## config.mk

```make
export PLATFORM = sky130hd
export DESIGN_NAME = hilo_muldiv_unit
export DESIGN_NICKNAME = d
export VERILOG_FILES = /design/src/rtl/hilo_muldiv_unit.sv
export SDC_FILE = /design/constraint.sdc
export NUM_CORES = 1
export LEC_CHECK = 0
export CAP_MARGIN = 20
export CORE_MARGIN = 2
export CORE_UTILIZATION = 35
export CTS_CLUSTER_SIZE = 8
export DETAILED_ROUTE_END_ITERATION = 16
export GPL_TIMING_DRIVEN = 0
export PLACE_DENSITY_LB_ADDON = 0.2
export SETUP_SLACK_MARGIN = 0.1
export SLEW_MARGIN = 40
export SYNTH_ARGS = -nofsm -noshare
export SYNTH_HDL_FRONTEND = slang
export SYNTH_SLANG_ARGS = --single-unit
```

## constraint.sdc

```tcl
create_clock -name clk -period 2.8 [get_ports clk]
set_input_delay 0.28 -clock clk [delete_from_list [all_inputs] [get_ports clk]]
set_output_delay 0.28 -clock clk [all_outputs]
set_load 0.005 [all_outputs]
```

## src/rtl/hilo_muldiv_unit.sv

```systemverilog
// hilo_muldiv_unit: iterative multiply/divide sequencer that owns the
// architectural HI/LO pair. It runs a WIDTH-step shift-add multiply or
// restoring divide on unsigned magnitudes. A final FIX cycle applies the
// signs and commits HI/LO. MTHI/MTLO and divide-by-zero results are
// written directly from IDLE.
module hilo_muldiv_unit #(
    parameter int WIDTH = 32
) (
    input  logic             clk,
    input  logic             rst_n,
    input  logic             start,
    input  logic [2:0]       op,
    input  logic [WIDTH-1:0] op_a,
    input  logic [WIDTH-1:0] op_b,
    output logic             busy,
    output logic             done,
    output logic [WIDTH-1:0] hi,
    output logic [WIDTH-1:0] lo
);

    localparam int              CNT_W = (WIDTH > 1) ? $clog2(WIDTH) : 1;
    localparam logic [CNT_W-1:0] LAST = CNT_W'(WIDTH - 1);

    localparam logic [2:0] OP_MULT  = 3'b000;
    localparam logic [2:0] OP_MULTU = 3'b001;
    localparam logic [2:0] OP_DIV   = 3'b010;
    localparam logic [2:0] OP_DIVU  = 3'b011;
    localparam logic [2:0] OP_MTHI  = 3'b100;
    localparam logic [2:0] OP_MTLO  = 3'b101;

    typedef enum logic [1:0] {
        S_IDLE,
        S_MUL,
        S_DIV,
        S_FIX
    } state_t;

    state_t state, next_state;

    // Working registers. opnd holds the multiplicand (MUL) or the divisor (DIV).
    logic [CNT_W-1:0]   cnt;
    logic [WIDTH-1:0]   opnd;
    logic [2*WIDTH-1:0] acc;     // {partial product, remaining multiplier bits}
    logic [WIDTH-1:0]   rem;     // partial remainder
    logic [WIDTH-1:0]   quo;     // dividend bits shifting out, quotient bits shifting in
    logic               neg_q;
    logic               neg_r;
    logic               is_div;

    // Operand decode
    logic             is_mul_op;
    logic             is_div_op;
    logic             is_signed;
    logic             divisor_zero;
    logic [WIDTH-1:0] abs_a;
    logic [WIDTH-1:0] abs_b;

    assign is_mul_op    = (op == OP_MULT) || (op == OP_MULTU);
    assign is_div_op    = (op == OP_DIV)  || (op == OP_DIVU);
    assign is_signed    = (op == OP_MULT) || (op == OP_DIV);
    assign divisor_zero = (op_b == '0);
    // The most negative value negates to itself, which is its correct unsigned magnitude.
    assign abs_a = (is_signed && op_a[WIDTH-1]) ? -op_a : op_a;
    assign abs_b = (is_signed && op_b[WIDTH-1]) ? -op_b : op_b;

    assign busy = (state != S_IDLE);

    // One multiply step and one restoring-divide step, computed from current state
    logic [WIDTH:0]     mul_sum;
    logic [2*WIDTH-1:0] mul_next;
    logic [WIDTH:0]     div_shift;
    logic [WIDTH:0]     div_diff;
    logic [WIDTH-1:0]   rem_next;
    logic [WIDTH-1:0]   quo_next;

    always_comb begin
        mul_sum   = {1'b0, acc[2*WIDTH-1:WIDTH]} + {1'b0, opnd};
        mul_next  = acc[0] ? {mul_sum, acc[WIDTH-1:1]} : {1'b0, acc[2*WIDTH-1:1]};
        div_shift = {rem, quo[WIDTH-1]};
        div_diff  = div_shift - {1'b0, opnd};
        // Bit WIDTH of the difference is set exactly when the trial subtraction
        // underflows, because the shifted remainder is always below 2*divisor.
        if (!div_diff[WIDTH]) begin
            rem_next = div_diff[WIDTH-1:0];
            quo_next = {quo[WIDTH-2:0], 1'b1};
        end else begin
            rem_next = div_shift[WIDTH-1:0];
            quo_next = {quo[WIDTH-2:0], 1'b0};
        end
    end

    // State register
    always_ff @(posedge clk or negedge rst_n) begin
        // NOTE: sequential state uses non-blocking assignments so every register
        // samples pre-edge values regardless of block ordering.
        if (!rst_n) state <= S_IDLE;
        else        state <= next_state;
    end

    // Next-state logic
    always_comb begin
        // NOTE: next_state is defaulted first so no path through the case leaves
        // it unassigned, which would infer a latch.
        next_state = state;
        unique case (state)
            S_IDLE: begin
                if (start && is_mul_op)                      next_state = S_MUL;
                else if (start && is_div_op && !divisor_zero) next_state = S_DIV;
            end
            S_MUL:   if (cnt == LAST) next_state = S_FIX;
            S_DIV:   if (cnt == LAST) next_state = S_FIX;
            S_FIX:   next_state = S_IDLE;
            default: next_state = S_IDLE;
        endcase
    end

    // Datapath: operand capture, iteration, commit of HI/LO, done pulse
    always_ff @(posedge clk or negedge rst_n) begin
        // NOTE: every working register is reset too, so an aborted sequence
        // leaves no stale operands or sign flags behind.
        if (!rst_n) begin
            cnt    <= '0;
            opnd   <= '0;
            acc    <= '0;
            rem    <= '0;
            quo    <= '0;
            neg_q  <= 1'b0;
            neg_r  <= 1'b0;
            is_div <= 1'b0;
            done   <= 1'b0;
            hi     <= '0;
            lo     <= '0;
        end else begin
            done <= 1'b0;
            unique case (state)
                S_IDLE: begin
                    if (start) begin
                        if (op == OP_MTHI) begin
                            hi <= op_a;
                        end else if (op == OP_MTLO) begin
                            lo <= op_a;
                        end else if (is_mul_op) begin
                            opnd   <= abs_a;
                            acc    <= {{WIDTH{1'b0}}, abs_b};
                            neg_q  <= is_signed && (op_a[WIDTH-1] ^ op_b[WIDTH-1]);
                            neg_r  <= is_signed && op_a[WIDTH-1];
                            is_div <= 1'b0;
                            cnt    <= '0;
                        end else if (is_div_op && divisor_zero) begin
                            lo   <= '1;
                            hi   <= op_a;
                            done <= 1'b1;
                        end else if (is_div_op) begin
                            opnd   <= abs_b;
                            quo    <= abs_a;
                            rem    <= '0;
                            neg_q  <= is_signed && (op_a[WIDTH-1] ^ op_b[WIDTH-1]);
                            neg_r  <= is_signed && op_a[WIDTH-1];
                            is_div <= 1'b1;
                            cnt    <= '0;
                        end
                    end
                end
                S_MUL: begin
                    acc <= mul_next;
                    cnt <= cnt + CNT_W'(1);
                end
                S_DIV: begin
                    rem <= rem_next;
                    quo <= quo_next;
                    cnt <= cnt + CNT_W'(1);
                end
                S_FIX: begin
                    if (is_div) begin
                        lo <= neg_q ? -quo : quo;
                        hi <= neg_r ? -rem : rem;
                    end else begin
                        {hi, lo} <= neg_q ? -acc : acc;
                    end
                    done <= 1'b1;
                end
                default: ;
            endcase
        end
    end

endmodule

```

## Word-level counts from Yosys, hierarchy flattened

Cells that the tools add are included.

| cells by class | value |
|---|---|
| add/subtract/negate cells | 8 |
| equality and inequality tests | 26 |
| mux-type cells | 70 |
| bitwise logic cells | 3 |
| reduce and logical (&&, ||, !) cells | 28 |

Operators by type and width:

| operator | count |
|---|---|
| $mux W32 | 32 |
| $mux W64 | 6 |
| $pmux W32 S2 | 4 |
| $neg A32 Y32 | 4 |
| $pmux W64 S2 | 1 |
| $neg A64 Y64 | 1 |
| $add A32 B32 Y33 | 1 |
| $sub A33 B32 Y33 | 1 |
| $logic_not A32 Y1 | 1 |
| $mux W5 | 6 |
| $ne A3 B3 Y1 const B | 8 |
| $ne A2 B2 Y1 const B | 8 |
| $mux W1 | 15 |
| $reduce_and A5 Y1 | 3 |
| $reduce_and A6 Y1 | 2 |
| $reduce_bool A2 Y1 | 6 |
| $pmux W5 S2 | 1 |
| $logic_and A1 B1 Y1 | 7 |
| $reduce_and A7 Y1 | 1 |
| $eq A3 B2 Y1 const B | 2 |
| $eq A3 B3 Y1 const B | 2 |
| $mux W2 | 3 |
| $pmux W2 S3 | 1 |
| $add A5 B1 Y5 const B | 1 |
| other kinds (14) | 18 |

| storage, ports and cells | value |
|---|---|
| register bits after elaboration | 235 |
| bits of input ports | 70 |
| output and inout port bits | 66 |
| logic and storage cells | 147 |

## Logic depth before layout (Yosys ltp)

Gate-level depths: netlist (run 1).

| logic depth | value |
|---|---|
| depth in word-level cells | 11 |
| mapped depth | 12 |
| gate-level depth less buffers | 11 |

## Worst setup path after synthesis (run 1)

No wires, ideal clock.

| path | value |
|---|---|
| kind | register -> register |
| from | register rem[19] |
| to | register rem[26] |
| setup time | 126 ps |
| data arrival time | 2901 ps |
| required time | 2674 ps |
| path slack | -227 ps |
| cell stages (with the launch flop) | 12 |
| path buffers | 2 |
| period minus slack after synthesis | 3027 ps |
| cells stage by stage | dfrtp_1 > ha_1 > clkbuf_1 > nand4_1 > a2111oi_0 > nand2_1 > a21bo_2 > and3_1 > o21ai_1 > nand2_1 > clkbuf_1 > a221o_1 |

| between the ends | value |
|---|---|
| cells in the longest elaborated chain, start to end | 3 |

Ends and longest elaborated chain:

| item | line | text |
|---|---|---|
| from (decl) | 44 | `logic [WIDTH-1:0] rem;` |
| from (signal assigned) | 169 | `rem <= rem_next;` |
| $sub A33 B32 Y33 | 80 | `div_diff = div_shift - {1'b0, opnd};` |
| $mux W32 | 83 | `if (!div_diff[WIDTH]) begin` |
| $pmux W32 S2 | 135 | `unique case (state)` |

Every way passes these cells.
A chain may end at the register's enable or synchronous reset.

## Worst setup path after layout (run 1)

| path | value |
|---|---|
| from | register acc[23] |
| to | register hi[23] |

| between the ends | value |
|---|---|
| cells in the longest elaborated chain, start to end | 4 |

Ends and longest elaborated chain:

| item | line | text |
|---|---|---|
| from (decl) | 43 | `logic [2*WIDTH-1:0] acc;` |
| from (signal assigned) | 144 | `acc <= {{WIDTH{1'b0}}, abs_b};` |
| from (signal assigned) | 165 | `acc <= mul_next;` |
| $neg A64 Y64 | 178 | `{hi, lo} <= neg_q ? -acc : acc;` |
| $mux W64 | 178 |  |
| $mux W32 | 174 | `if (is_div) begin` |
| $pmux W32 S2 | 135 |  |
| to (signal assigned) | 139 | `hi <= op_a;` |
| to (signal assigned) | 176 | `hi <= neg_r ? -rem : rem;` |
| to (signal assigned) | 178 |  |
| to (decl) | 17 | `output logic [WIDTH-1:0] hi,` |

Every way passes these cells.

==> flow_summary.ini, run 1 <==
[status]
outcome = complete, but fails checks
violations = setup timing

[timing]
max_freq_ghz = 0.3014
hold_ws_ns = 0.2206
finalSetupTns_ns = -12.60
slew_viol_final = 0
slew_headroom_pct = 38.37
setup_slack_ns = -0.5174
rsz0062_at_grt = true
final.period_utilization_pct = 118.5
worstMarginPinSlew_ns = 0.9245
period_minus_slack_ns = 3.317
final.setup_skew_ns = 0.01925
setup-violations-final = 61
hold_viol = 0

[logic_synthesis]
seq_area_frac_synth_pct = 30.36
synthCells = 2385
synthTopCellsByArea = dfrtp_1, nand2_1, xnor2_1
synth_enable_flop_cells = 0
ys_ff_latch = 235
synth_top_area_share_pct = 30.36
yosysTopAreaCell = dfrtp_1
async_reset_ff_share_pct = 100.0
synth_nets = 2532
syn-cell-area_um2 = 19370
yosysUniqueCellTypes = 94
ys.flop_type = dfrtp_1
ys.warnings.count = 0
avgSynthCellArea_um2 = 8.122
netlist_top_cells_count = nand2_1, dfrtp_1, o21ai_0
yosysMostFrequentCell = nand2_1

[power]
leakagePower_nw = 11.03
pwr_density_cell_nw_per_um2 = 1360
peakVddDrop_uv = 597.3

[floorplanning]
rows = 86
core_um2 = 54880
die_x_um = 239.3
boundaryPins = 136
die_area_um2 = 57240
die_y_um = 239.3
initial_core_util_pct = 35.30

[clock_network]
cts.htree.levels = 2
numCtsBuffers = 36
clk_pin_slew_ns = 0.05
clk_path_buf_depth = 3
cts.sinks = 235
clk_latency_ns = 0.57
cts-root-buf = clkbuf_16
cts_tree = done

[drt]
met1_length_um = 38230
drt.antenna.violating_nets = 0
routedWlPerCell_um = 27.87
highest_layer = met5
routed-via-count = 21565
viasPerCell = 6.284
routed_wl_um = 95640
wl_met2_um = 41470
first_pass_iters = 7
dr_wl_met3_um = 8525
drc_errors = 0
drtIter0Drc = 2182

[grt]
grt_start_max_net_pins = 71
grt_pass1_wl_um = 137700
grt_usage_pct = 32.70
overflow = 0
antenna_found_initial = 1
grt_pass1_vias = 20486

[layout]
layout-drive-gt1-share_pct = 26.76
fin_cells = 3432
insertedDiodeCount = 0
final_nets = 2865
syn_to_final_growth_pct = 40.94

[setup_path]
cp_max_fo = 6
start_kind = register
crit_arrival_ns = 3.75
critPathKind = reg2reg
r2r_slack_ns = -0.52
worstPathRequired_ns = 3.23
reg2regPathDepth = 10
end_kind = register
r2r-end = hi[23]
regToRegStartpoint = acc[23]

[place]
place_hpwl_um = 72570
port_buffers = 132
place.gp.congestion = 1.030
dp.cells = 3224

[run]
max_cap_violations = 0

[worst_hold_path]
min_path_type = in2async
## where the power goes
part | total (W) | internal (W) | leakage (nW) | switching, W
registers | 0.00761 | 0.00504 | 2.85 | 0.00257
clock network | 0.00410 | 0.00242 | 0.490 | 0.00168
logic | 0.0254 | 0.0107 | 7.68 | 0.0147
## registers in the layout, indices dropped and copies added, names as in the netlist
register  flops
opnd         32
is_div        1
quo          32
acc          64
hi           32
rem          32
neg_r         1
cnt           5
state         2
lo           32
done          1
neg_q         1
## final cells by class
cell class | count | area, µm²
multi-input cells | 1929 | 15350
inverters | 77 | 307.8
flip-flops and latches | 235 | 5954
clock inverters | 3 | 22.52
repair buffers | 300 | 2904
well taps | 704 | 880.8
plain buffers | 139 | 909.6
clock buffers | 45 | 975.9
fillers | 5116 | 27580
## layout by cell type (no fill, tap or decap), types with 18 or more instances in the layout
master and instances:
xor2_2 18, xor2_1 67, o21ai_0 136, o211ai_1 42, clkbuf_16 40, o31ai_1 46
xnor2_1 100, o22ai_1 22, dfrtp_2 59, or3_1 20, nor3_1 37, nand4_1 24
clkbuf_1 62, o21ai_1 49, nand2_1 290, a21oi_1 122, o221ai_1 20, buf_4 124
xnor2_2 27, clkbuf_2 40, nor2_1 170, and3_1 20, ha_4 29, a21o_1 50
ha_1 36, buf_6 37, inv_1 56, dfrtp_1 176, clkdlybuf4s50_1 128, mux2i_1 59
a21oi_2 31, nand3_1 32
## cell families (layout without fill, tap and decap cells)
kind of cell	Yosys count	after routing	synth area share [%]
fa+ha+maj	77	77	5.051
mux	71	71	3.759
xor+xnor	215	215	9.721
compound gates	778	778	26.82
buf+inv	222	564	4.670
flops	235	235	30.36
simple gates	787	788	19.62
## per-stage QoR
step	util [%]	total power (W)	worst slack, ns	cell area (µm²)
6_report	49.75	0.03713	-0.5174	27300
5_1_grt	49.75	0.03888	-0.5134	27300
4_1_cts	47.25	0.03467	-0.4072	25930
3_5_place_dp	39.77	0.02601	-2.085	21820
3_3_place_gp	39.57	0.02576	-9.015	21710
2_1_floorplan	-	0.01873	-0.04855	19510
## metal layers
layer	vias to the layer above	track usage, %
met5	-	0
met4	2	20.00
met3	298	5.693
met2	1243	50.58
met1	10589	42.57
li1	9433	-
## critical path, stage by stage (launching register included)
cell	delay [ns]
dfrtp_2	0.42
or4_4	0.52
or3_4	0.35
or3_4	0.38
buf_12	0.14
buf_12	0.13
o41ai_4	0.37
xor2_2	0.31
mux2i_1	0.18
mux2i_1	0.28
o21ai_1	0.11
## worst max-delay path by stage
stage	start	endpoint	slack, ns	depth (start not counted)
2_1_floorplan	acc[23]	hi[8]	-0.05	10
3_3_place_gp	rst_n	cnt[2]	-9.01	1
3_5_place_dp	op_b[0]	quo[29]	-2.08	12
4_1_cts	acc[22]	hi[3]	-0.41	9
5_1_grt	acc[23]	hi[0]	-0.51	11
6_report	acc[23]	hi[23]	-0.52	10
## what timing repair did
| item | CTS | global route |
|---|---|---|
| setup buffers | 103 | 58 |
| endpoints found under the hold margin | 45 | 0 |
| hold buffers | 1 | 0 |
| resized for setup | 484 | 248 |
| setup endpoints to repair | 227 | 215 |
| cloned | 5 | 1 |
| pin swaps | 145 | 140 |
(Power assumes the default switching activity.)
==> run 2: changes to the inputs <==
Settings changed: CORE_MARGIN 2 to 3.
==> run 2 against run 1 <==
  * The flow still finishes with violations (setup timing)
  * Utilization shrank 0.67 points
  * Global-route usage is 1.4 points lower
  * Clock power is 4% higher
  * Critical path depth is the same
  * Power decreased by 2.3%
  * Sequential cell count unchanged
  * Via count down 1.9%
  * Critical endpoint unchanged
  * Largest cell class unchanged
  * Largest power group unchanged
==> flow_summary.ini, run 2 (same netlist as run 1, synthesis figures left out) <==
[layout]
syn_to_final_growth_pct = 37.41
layout-drive-gt1-share_pct = 24.28
largest_reg_flops = 64
fin_cells = 3403
most-common-layout-cells = nand2_1, dfrtp_1, nor2_1, o21ai_0, a21oi_1
top_register = acc
final_common_cell = nand2_1
final_nets = 2844
fillers = 5116

[clock_network]
clk_path_buf_depth = 3
cts_tree = done
cts-root-buf = clkbuf_16
clk_pin_slew_ns = 0.05
cts.htree.levels = 2
numCtsBuffers = 36
cts.sinks = 235
clk_latency_ns = 0.57

[setup_path]
slowest_delay_ns = 0.54
cp_max_fo = 10
reg2regPathDepth = 10
critPathKind = reg2reg
start_kind = register
cp_cell_sequence = or4_4 -> or3_4 -> or3_4 -> buf_12 -> buf_12 -> o41ai_4 -> xor2_2 -> mux2i_1 -> mux2i_2 -> o21ai_1
worstPathRequired_ns = 3.24
cp_slowest_cell = or4_4
worstSetupStartpoint = acc[23]
end_kind = register
r2r_slack_ns = -0.38
r2r-end = hi[23]
crit_arrival_ns = 3.62
crit_end = hi[23]
regToRegStartpoint = acc[23]

[drt]
drc_errors = 0
routed_wl_um = 93870
routed-via-count = 21148
drtIter0Drc = 2247
first_pass_iters = 6
routedWlPerCell_um = 27.59
drt.antenna.violating_nets = 0
viasPerCell = 6.215

[timing]
hold_viol = 0
final.setup_skew_ns = 0.03822
final.period_utilization_pct = 113.6
setup-violations-final = 63
setup_slack_ns = -0.3800
slew_viol_final = 0
rsz0062_at_grt = true
worstMarginPinSlew_ns = 1.057
slew_headroom_pct = 29.53
max_freq_ghz = 0.3145
finalSetupTns_ns = -11.10
period_minus_slack_ns = 3.180

[grt]
grt_pass1_wl_um = 135600
grt_start_max_net_pins = 73
grt_usage_pct = 31.33
overflow = 0
grt_pass1_vias = 20416
antenna_found_initial = 1

[floorplanning]
die_x_um = 241.3
initial_core_util_pct = 35.71
core_um2 = 54240
die_y_um = 241.3
boundaryPins = 136
die_area_um2 = 58200
rows = 85

[place]
dp.cells = 3216
place.gp.congestion = 1.021
port_buffers = 132
place_hpwl_um = 71170

[power]
pwr_density_cell_nw_per_um2 = 1363
pwr-share-seq_pct = 20.8
clockPowerShare_pct = 11.8
swShare_pct = 50.55
leakagePower_nw = 10.82
peakVddDrop_uv = 475.0
internal-power_w = 0.01794
switchingPower_w = 0.01834
comb_power_share_pct = 67.4

[run]
max_cap_violations = 0

[status]
violations = setup timing
outcome = complete, but fails checks

[worst_hold_path]
min_path_type = in2async
==> run 2: cell count changes in the layout (fill, tap and decap cells not counted), moves of 7 or more <==
cell      change
clkbuf_4      +7
buf_6         -8
a21oi_1       +7
a21oi_2       -7
xnor2_1       +8
xnor2_2       -8
inv_1         +7
clkbuf_2      -7
ha_4          -8
ha_1          +8
==> run 2: metal layers <==
metal / vias to the layer above / GRT usage [%] / routed length, µm
met5: - / 0 / 22
met4: 2 / 14.67 / 5372
met3: 244 / 5.385 / 8895
met2: 1140 / 49.41 / 41510
met1: 10368 / 41.98 / 38080
li1: 9394 / - / -
==> run 2: metrics by stage <==
stage	power [W]	cell area, µm²	setup WS, ns	hold WS (ns)	utilization (%)
floorplan	0.01873	19510	-0.04855	-0.01559	-
global placement	0.02555	21700	-9.099	0.4660	40.01
detailed placement	0.02583	21810	-1.822	0.2450	40.22
CTS	0.03365	25230	-0.3741	0.2428	46.51
global route	0.03814	26620	-0.4170	0.2827	49.07
finish	0.03629	26620	-0.3800	0.2402	49.08
==> run 2: worst min path at each step <==
| stage | start | end | slack [ns] |
|---|---|---|---|
| 2_1_floorplan | rst_n | acc[0] | -0.02 |
| 3_3_place_gp | lo[20] | lo[20] | 0.47 |
| 3_5_place_dp | rst_n | lo[14] | 0.25 |
| 4_1_cts | op_a[7] | lo[7] | 0.24 |
| 5_1_grt | rst_n | lo[18] | 0.28 |
| 6_report | rst_n | lo[15] | 0.24 |
==> run 2: what timing repair did <==
action / 4_1_cts / 5_1_grt
pin swaps: 94 / 129
buffers inserted: 82 / 62
hold buffers: 1 / 0
setup endpoints to repair: 230 / 213
gates resized for setup: 383 / 254
endpoints found under the hold margin: 49 / 0
cloned: 2 / 1
==> run 2: final cells by class <==
type | count | area, µm² | area share [%]
multi-input combinational | 1928 | 14910 | 56.02
sequential | 235 | 5948 | 22.35
timing repair buffer | 280 | 2664 | 10.01
clock buffer | 45 | 997.2 | 3.746
buffer | 139 | 879.6 | 3.305
tap | 696 | 870.8 | 3.272
inverter | 77 | 299.0 | 1.123
clock inverter | 2 | 46.29 | 0.1739
antenna | 1 | 2.502 | 0.009401
==> run 2: worst max-delay path, delay by kind of cell (launching register included) <==
family | cells | cell delay (ns)
simple gates | 3 | 1.28
mux | 2 | 0.43
compound gates | 2 | 0.35
flops | 1 | 0.38
xor+xnor | 1 | 0.27
buf+inv | 2 | 0.33
==> run 2: power by group through the flow <==
stage                     Sequential, W  Combinational (W)  Clock [W]
after floorplan                 0.00636             0.0124          0
after global placement          0.00738             0.0182          0
after detailed placement        0.00741             0.0184          0
after CTS                       0.00740             0.0220    0.00428
after global routing            0.00772             0.0260    0.00440
final                           0.00756             0.0244    0.00427
